<file path="config.mk">
export PLATFORM = sky130hd
export DESIGN_NAME = net1_stimulus_seq
export DESIGN_NICKNAME = d
export VERILOG_FILES = /design/src/rtl/net1_stimulus_seq.sv
export SDC_FILE = /design/constraint.sdc
export NUM_CORES = 1
export LEC_CHECK = 0
export ABC_AREA = 1
export BUFFER_PORTS_ARGS = -buffer_cell sky130_fd_sc_hd__buf_2
export CAP_MARGIN = 20
export CORE_MARGIN = 2
export CORE_UTILIZATION = 56
export CTS_CLUSTER_SIZE = 25
export DETAILED_ROUTE_END_ITERATION = 10
export GPL_TIMING_DRIVEN = 0
export HOLD_SLACK_MARGIN = 0.06
export PLACE_DENSITY_LB_ADDON = 0.3
export SYNTH_ARGS = -nofsm -noshare
export SYNTH_HDL_FRONTEND = slang
export SYNTH_SLANG_ARGS = --single-unit
</file>
<file path="constraint.sdc">
create_clock -name clock -period 2 [get_ports clock]
set_input_delay 0.3 -clock clock [delete_from_list [all_inputs] [get_ports clock]]
set_output_delay 0.3 -clock clock [all_outputs]
set_load 0.01 [all_outputs]
</file>
<file path="src/rtl/net1_stimulus_seq.sv">
// net1_stimulus_seq
//
// Stimulus sequencer for the combinational net1 block. After a start pulse it
// sweeps abcd through 0 .. 2^WIDTH-1. Each value is held for HOLD_CYCLES
// cycles. On the last edge of each hold window it captures net1's xyz
// response into last_xyz.
//
// Optional feature: define NET1_SEQ_CHECKSUM_EN to build an 8-bit running sum
// of the sampled xyz values. Without it, checksum is tied to zero.
//
// Ports
//   clock        system clock, rising edge
//   reset        synchronous, active-high
//   start        begin a sweep (accepted in IDLE and DONE only)
//   pause        freezes the sweep while in DRIVE
//   xyz          net1 response {x, y, z}
//   abcd         driven combination {a, b, c, d}
//   busy         high while sweeping (DRIVE)
//   sample_valid one-cycle pulse when last_xyz has just been updated
//   last_xyz     xyz captured at the end of the latest hold window
//   done         high in DONE until the next start or reset
//   checksum     running sum of sampled xyz modulo 256 (zero if not built)
//
// state  | meaning
// -------+------------------------------------------------
// IDLE   | after reset, waiting for start
// DRIVE  | sweeping abcd, holding each value HOLD_CYCLES
// DONE   | sweep complete, abcd parked at its final value
module net1_stimulus_seq #(
  parameter int WIDTH       = 4,
  parameter int HOLD_CYCLES = 10
) (
  input  logic             clock,
  input  logic             reset,
  input  logic             start,
  input  logic             pause,
  input  logic [2:0]       xyz,
  output logic [WIDTH-1:0] abcd,
  output logic             busy,
  output logic             sample_valid,
  output logic [2:0]       last_xyz,
  output logic             done,
  output logic [7:0]       checksum
);

  typedef enum logic [1:0] {
    S_IDLE  = 2'd0,
    S_DRIVE = 2'd1,
    S_DONE  = 2'd2
  } state_t;

  localparam logic [15:0]      HOLD_RELOAD = 16'(HOLD_CYCLES - 1);
  localparam logic [WIDTH-1:0] ABCD_LAST   = {WIDTH{1'b1}};

  state_t           state_q, state_d;
  logic [15:0]      hold_q, hold_d;
  logic [WIDTH-1:0] abcd_q, abcd_d;
  logic             sv_q, sv_d;
  logic [2:0]       xyz_q, xyz_d;
  logic             sample_edge;
  logic             launch;

  always_ff @(posedge clock) begin
    if (reset) begin
      state_q <= S_IDLE;
      hold_q  <= HOLD_RELOAD;
      abcd_q  <= '0;
      sv_q    <= 1'b0;
      xyz_q   <= 3'b000;
    end else begin
      state_q <= state_d;
      hold_q  <= hold_d;
      abcd_q  <= abcd_d;
      sv_q    <= sv_d;
      xyz_q   <= xyz_d;
    end
  end

  always_comb begin
    state_d     = state_q;
    hold_d      = hold_q;
    abcd_d      = abcd_q;
    sv_d        = 1'b0;
    xyz_d       = xyz_q;
    sample_edge = 1'b0;
    launch      = 1'b0;
    case (state_q)
      S_IDLE, S_DONE: begin
        if (start) begin
          state_d = S_DRIVE;
          hold_d  = HOLD_RELOAD;
          abcd_d  = '0;
          launch  = 1'b1;
        end
      end
      S_DRIVE: begin
        // A paused edge is not a sample edge, even when the counter is at 0.
        if (!pause) begin
          if (hold_q != 16'd0) begin
            hold_d = hold_q - 16'd1;
          end else begin
            sample_edge = 1'b1;
            sv_d        = 1'b1;
            xyz_d       = xyz;
            if (abcd_q == ABCD_LAST) begin
              // abcd stays on the last value; it only wraps through a restart.
              state_d = S_DONE;
            end else begin
              abcd_d = abcd_q + 1'b1;
              hold_d = HOLD_RELOAD;
            end
          end
        end
      end
      default: state_d = S_IDLE;
    endcase
  end

  assign abcd         = abcd_q;
  assign busy         = (state_q == S_DRIVE);
  assign done         = (state_q == S_DONE);
  assign sample_valid = sv_q;
  assign last_xyz     = xyz_q;

`ifdef NET1_SEQ_CHECKSUM_EN
  logic [7:0] csum_q;

  always_ff @(posedge clock) begin
    if (reset) begin
      csum_q <= 8'h00;
    end else if (launch) begin
      csum_q <= 8'h00;
    end else if (sample_edge) begin
      csum_q <= csum_q + {5'b00000, xyz};
    end
  end

  assign checksum = csum_q;
`else
  logic unused_csum_ctrl;
  assign unused_csum_ctrl = launch ^ sample_edge;
  assign checksum         = 8'h00;
`endif

endmodule

</file>
### After elaboration in Yosys (flattened, before gate mapping)

Cells that the tools add are included.

| storage, ports and cells | value |
|---|---|
| input bits | 7 |
| word-level logic and storage cells | 44 |
| bits in registers | 26 |

| cells by class | value |
|---|---|
| equality and inequality tests | 9 |
| $add $sub $neg | 2 |
| bitwise operators | 3 |
| multiplexer cells | 16 |
| reduce and logical (&&, ||, !) cells | 9 |

Operators by type and width:

| cell | count |
|---|---|
| $mux W16 | 4 |
| $pmux W16 S2 | 1 |
| $mux W4 | 4 |
| $reduce_bool A16 Y1 | 1 |
| $sub A16 B1 Y16 const B | 1 |
| $mux W2 | 4 |
| $ne A2 B2 Y1 const B | 4 |
| $pmux W4 S2 | 1 |
| $reduce_and A4 Y1 | 2 |
| $reduce_and A5 Y1 | 1 |
| $add A4 B1 Y4 const B | 1 |
| $eq A4 B4 Y1 const B | 1 |
| $pmux W2 S2 | 1 |
| $ne A3 B3 Y1 const B | 1 |
| $not A1 Y1 | 3 |
| $reduce_and A3 Y1 | 1 |
| $reduce_or A3 Y1 | 1 |
| $eq A2 B1 Y1 const B | 1 |
| $eq A2 B2 Y1 const B | 1 |
| $logic_not A2 Y1 | 1 |
| $ne A2 B1 Y1 const B | 1 |
| $reduce_bool A2 Y1 | 1 |
| $reduce_or A2 Y1 | 1 |
| $mux W1 | 1 |

### Logic depth before layout (Yosys ltp)

| depth | value |
|---|---|
| word-level depth | 5 |
| mapped depth | 11 |

### Worst setup path after synthesis

OpenSTA, ideal clock, no wires.

| timing path | value |
|---|---|
| path kind | reg-to-reg |
| start | reg abcd_q[0], in the netlist abcd[0] |
| end | reg hold_q[5] |
| arrival time | 1.437 ns |
| cell stages (with the launch flop) | 10 |
| setup time | 0.064 ns |
| path slack | 0.499 ns |
| cell sequence | dfxtp_1 > ha_1 > nand2_1 > nor2_1 > nand2_1 > nand3_2 > nand2_2 > inv_2 > nand2_1 > nor2_1 |

| between the ends | value |
|---|---|
| longest elaborated chain between the ends | 3 |

RTL lines:

| what | line | source |
|---|---|---|
| from (decl) | 57 | `logic [WIDTH-1:0] abcd_q, abcd_d;` |
| from (signal assigned) | 67 | `abcd_q <= '0;` |
| from (signal assigned) | 73 | `abcd_q <= abcd_d;` |
| $eq A4 B4 Y1 | 105 | `if (abcd_q == ABCD_LAST) begin` |
| $ne A3 B3 Y1 (no source line) | n/a |  |
| $reduce_and A4 Y1 (no source line) | n/a |  |
| to (signal assigned) | 72 | `hold_q <= hold_d;` |
| to (decl) | 56 | `logic [15:0] hold_q, hold_d;` |

Every way passes these cells.
A chain may end at the register's enable or synchronous reset.

### Final worst setup path

| timing path | value |
|---|---|
| start | reg abcd_q[0], in the netlist abcd[0] |
| end | reg hold_q[7] |

Same word-level chain as after synthesis.

==> reports/summary.txt <==
Status: completed
Final Cell Area: 1830 sq um
Mux contribution to synthesized area: 0
Worst Path Buf+Inv: 1
Share of layout cells above drive strength 1: 0.201
Crit path largest cell delay: 0.46 ns
Synth Area in Adders: 0.0152
Crit path max fanout: 6
Post-CTS Setup Bufs: 0
GRT met2 Usage: 0.352
Via count: 1536
Routability cong.: 0.813
Combinational family with the most area after synthesis: simple AND/OR/NAND/NOR gates
Slowest cell on crit path: dfxtp_1
CTS Root Cell: clkbuf_4
Synth Warn #: 0
Nets: 279
Row count: 19
Worst VDD drop: 0.372 mV
M3 GR Usage: 0.0357
Power Dens Cells: 545 nW/um^2
Vias in the first global route: 1333
Initial core utilization: 0.591
Synth Area in Compound Gates: 0.0814
Wire per inst: 10.8 um
# hold bufs at CTS: 0
Post-Synth XOR/XNOR Area: 0.0213
Maxcap violations: 0
Area growth syn-to-layout: 11.0%
Cell Chain, Critical Path: ha_1, nand2_1, nor2_1, nand2_1, nand3_2, nand2_2, inv_2, nand2_1, nor2_1
First-pass GRT wire length: 5710 um
Number of DRC markers in iteration 0: 61
Clock latency on the worst-skew pair: 0.33 ns
Most frequent cells in the layout: nand2_1, nor2_1, inv_1, dfxtp_1, nand3_1
CP delay by family, top: simple AND/OR/NAND/NOR gates
Reg2Reg Setup Slack: 0.20 ns
Seq/Total Area, Yosys: 0.317
Met1 usage: 0.286
Grt ovf: 0
IO buf count: 16
Largest net degree at the start of global routing: 15
Crit path from: abcd[0]
Worst endpoint required time: 2.27 ns
Via density: 5.12
GRT busiest layer: met2
Clk sinks: 26
Leak Pwr: 0.000895 uW
TritonCTS clock tree: built
Simple-gate area share of the yosys netlist: 0.428
Ports: 25
HPWL after detailed placement: 2480 um
Clock slew seen by the registers of the worst setup and hold paths: 0.15 ns
GRT Overall Usage: 0.212
Most common cell after layout, fill and taps aside: nand2_1
Critical R2R Launch: abcd[0]
Worst Hold Class: in -> reg
Final-report setup violation count: 0
Distinct cells, synth: 31
Mapped Area: 1640 sq um
DP Area: 1790 sq um
Most common cell on crit path: nand2_1
Htree depth: 1
First-pass DRT Iterations: 4
Fmax: 0.554 GHz
Crit. End Element: flop
Die ar.: 3390 sq um
Placed Instances: 296
R2r endpoint: hold_q[7]
Skew final: 0.0124 ns
R2R depth: 9
Initial antenna violation count: 0
Worst path depth: 9
CP Data Arrival Time: 2.07 ns
Post-CTS sizing: 0
Avg Inst Size Synth: 6.79 sq um
WL final: 3230 um
Critical path type: reg -> reg
RSZ-0062 raised after global routing: no
Crit path to: hold_q[7]
Die Height: 58.2 um
Slew Viols, Final: 0
Startpoint types: flop
CTS buffer count: 3
Fin crit period: 1.80 ns
Setup_tns: 0 ns
Final routed DRC violation total: 0
Core Region: 2780 sq um
Antenna cell count: 0
Cell count after synthesis: 242
Final ANT Viol Nets: 0
Die X: 58.2 um
Min-Delay Startpoint: pause
Fin. Hold Viols: 0
Non-filler cells, final: 300
Yosys reg bits: 26
Fin util: 0.656
Final period util: 0.902
Maximum clock insertion buffer count: 2
-- Yosys cell counts, drive strengths merged --
| cell | n | area share |
|---|---|---|
| a21o | 1 | 0.0046 |
| a21oi | 17 | 0.052 |
| buf | 11 | 0.059 |
| clkbuf | 1 | 0.0023 |
| conb | 1 | 0.0023 |
| dfxtp | 26 | 0.32 |
| ha | 2 | 0.015 |
| inv | 32 | 0.073 |
| nand2 | 62 | 0.16 |
| nand3 | 19 | 0.061 |
| nand4 | 13 | 0.059 |
| nor2 | 41 | 0.12 |
| nor3 | 1 | 0.0030 |
| nor3b | 1 | 0.0046 |
| nor4 | 1 | 0.0038 |
| o21ai | 6 | 0.025 |
| or2 | 3 | 0.013 |
| xnor2 | 2 | 0.011 |
| xor2 | 2 | 0.011 |
-- layer usage --
layer,part of all wire,up-vias
met5,0,-
met4,0.0096,0
met3,0.053,4
met2,0.46,47
met1,0.48,675
li1,-,810
-- sequential cells by signal (all words and copies together) (netlist names) --
name          flops
abcd              4
state_q           2
last_xyz          3
sample_valid      1
hold_q           16
-- worst register-to-register path, cell delays in order, from the launching register on --
cell	delay [ns]
dfxtp_1	0.46
ha_1	0.22
nand2_1	0.07
nor2_1	0.25
nand2_1	0.23
nand3_2	0.19
nand2_2	0.11
inv_2	0.10
nand2_1	0.05
nor2_1	0.07
-- how the worst min path moves through the flow --
stage                               to  slack (ns)  cells after the start
final                     sample_valid        0.14                      2
after global routing      sample_valid        0.12                      2
after CTS                 sample_valid        0.14                      2
after detailed placement   last_xyz[0]        0.44                      2
after global placement     last_xyz[0]        0.43                      2
after floorplan              hold_q[1]        0.37                      1
-- area by class of cell --
class,instances,area [sq um]
fillers,261,956
multi-input cells,179,928
flip-flops and latches,26,520
inverters,32,120
plain buffers,12,101
repair buffers,16,80.1
well taps,31,38.8
clock buffers,4,36.3
-- kinds of logic (layout without fill, tap and decap cells) --
group	count (synthesis)	in the layout
AO/OA/AOI/OAI	24	24
XOR/XNOR	4	4
buffers and inverters	44	64
flip-flops	26	26
other	1	8
AND/OR/NAND/NOR	141	141
adder cells (fa/ha/maj)	2	2
-- where the power goes --
group          switching (uW)  leakage [uW]  internal, uW
registers                12.0      0.000210           529
clock network             162     0.0000210           111
logic                     113      0.000663          68.4
total                     287      0.000895           708
-- through the flow --
stage	setup WS, ns	hold WS (ns)	total power, uW
after floorplan	0.499	0.369	694
after global placement	0.309	0.433	730
after detailed placement	0.263	0.439	733
after CTS	0.237	0.142	998
after global routing	0.0420	0.124	1040
final	0.196	0.137	995
Power figures use the tool's default switching activity.
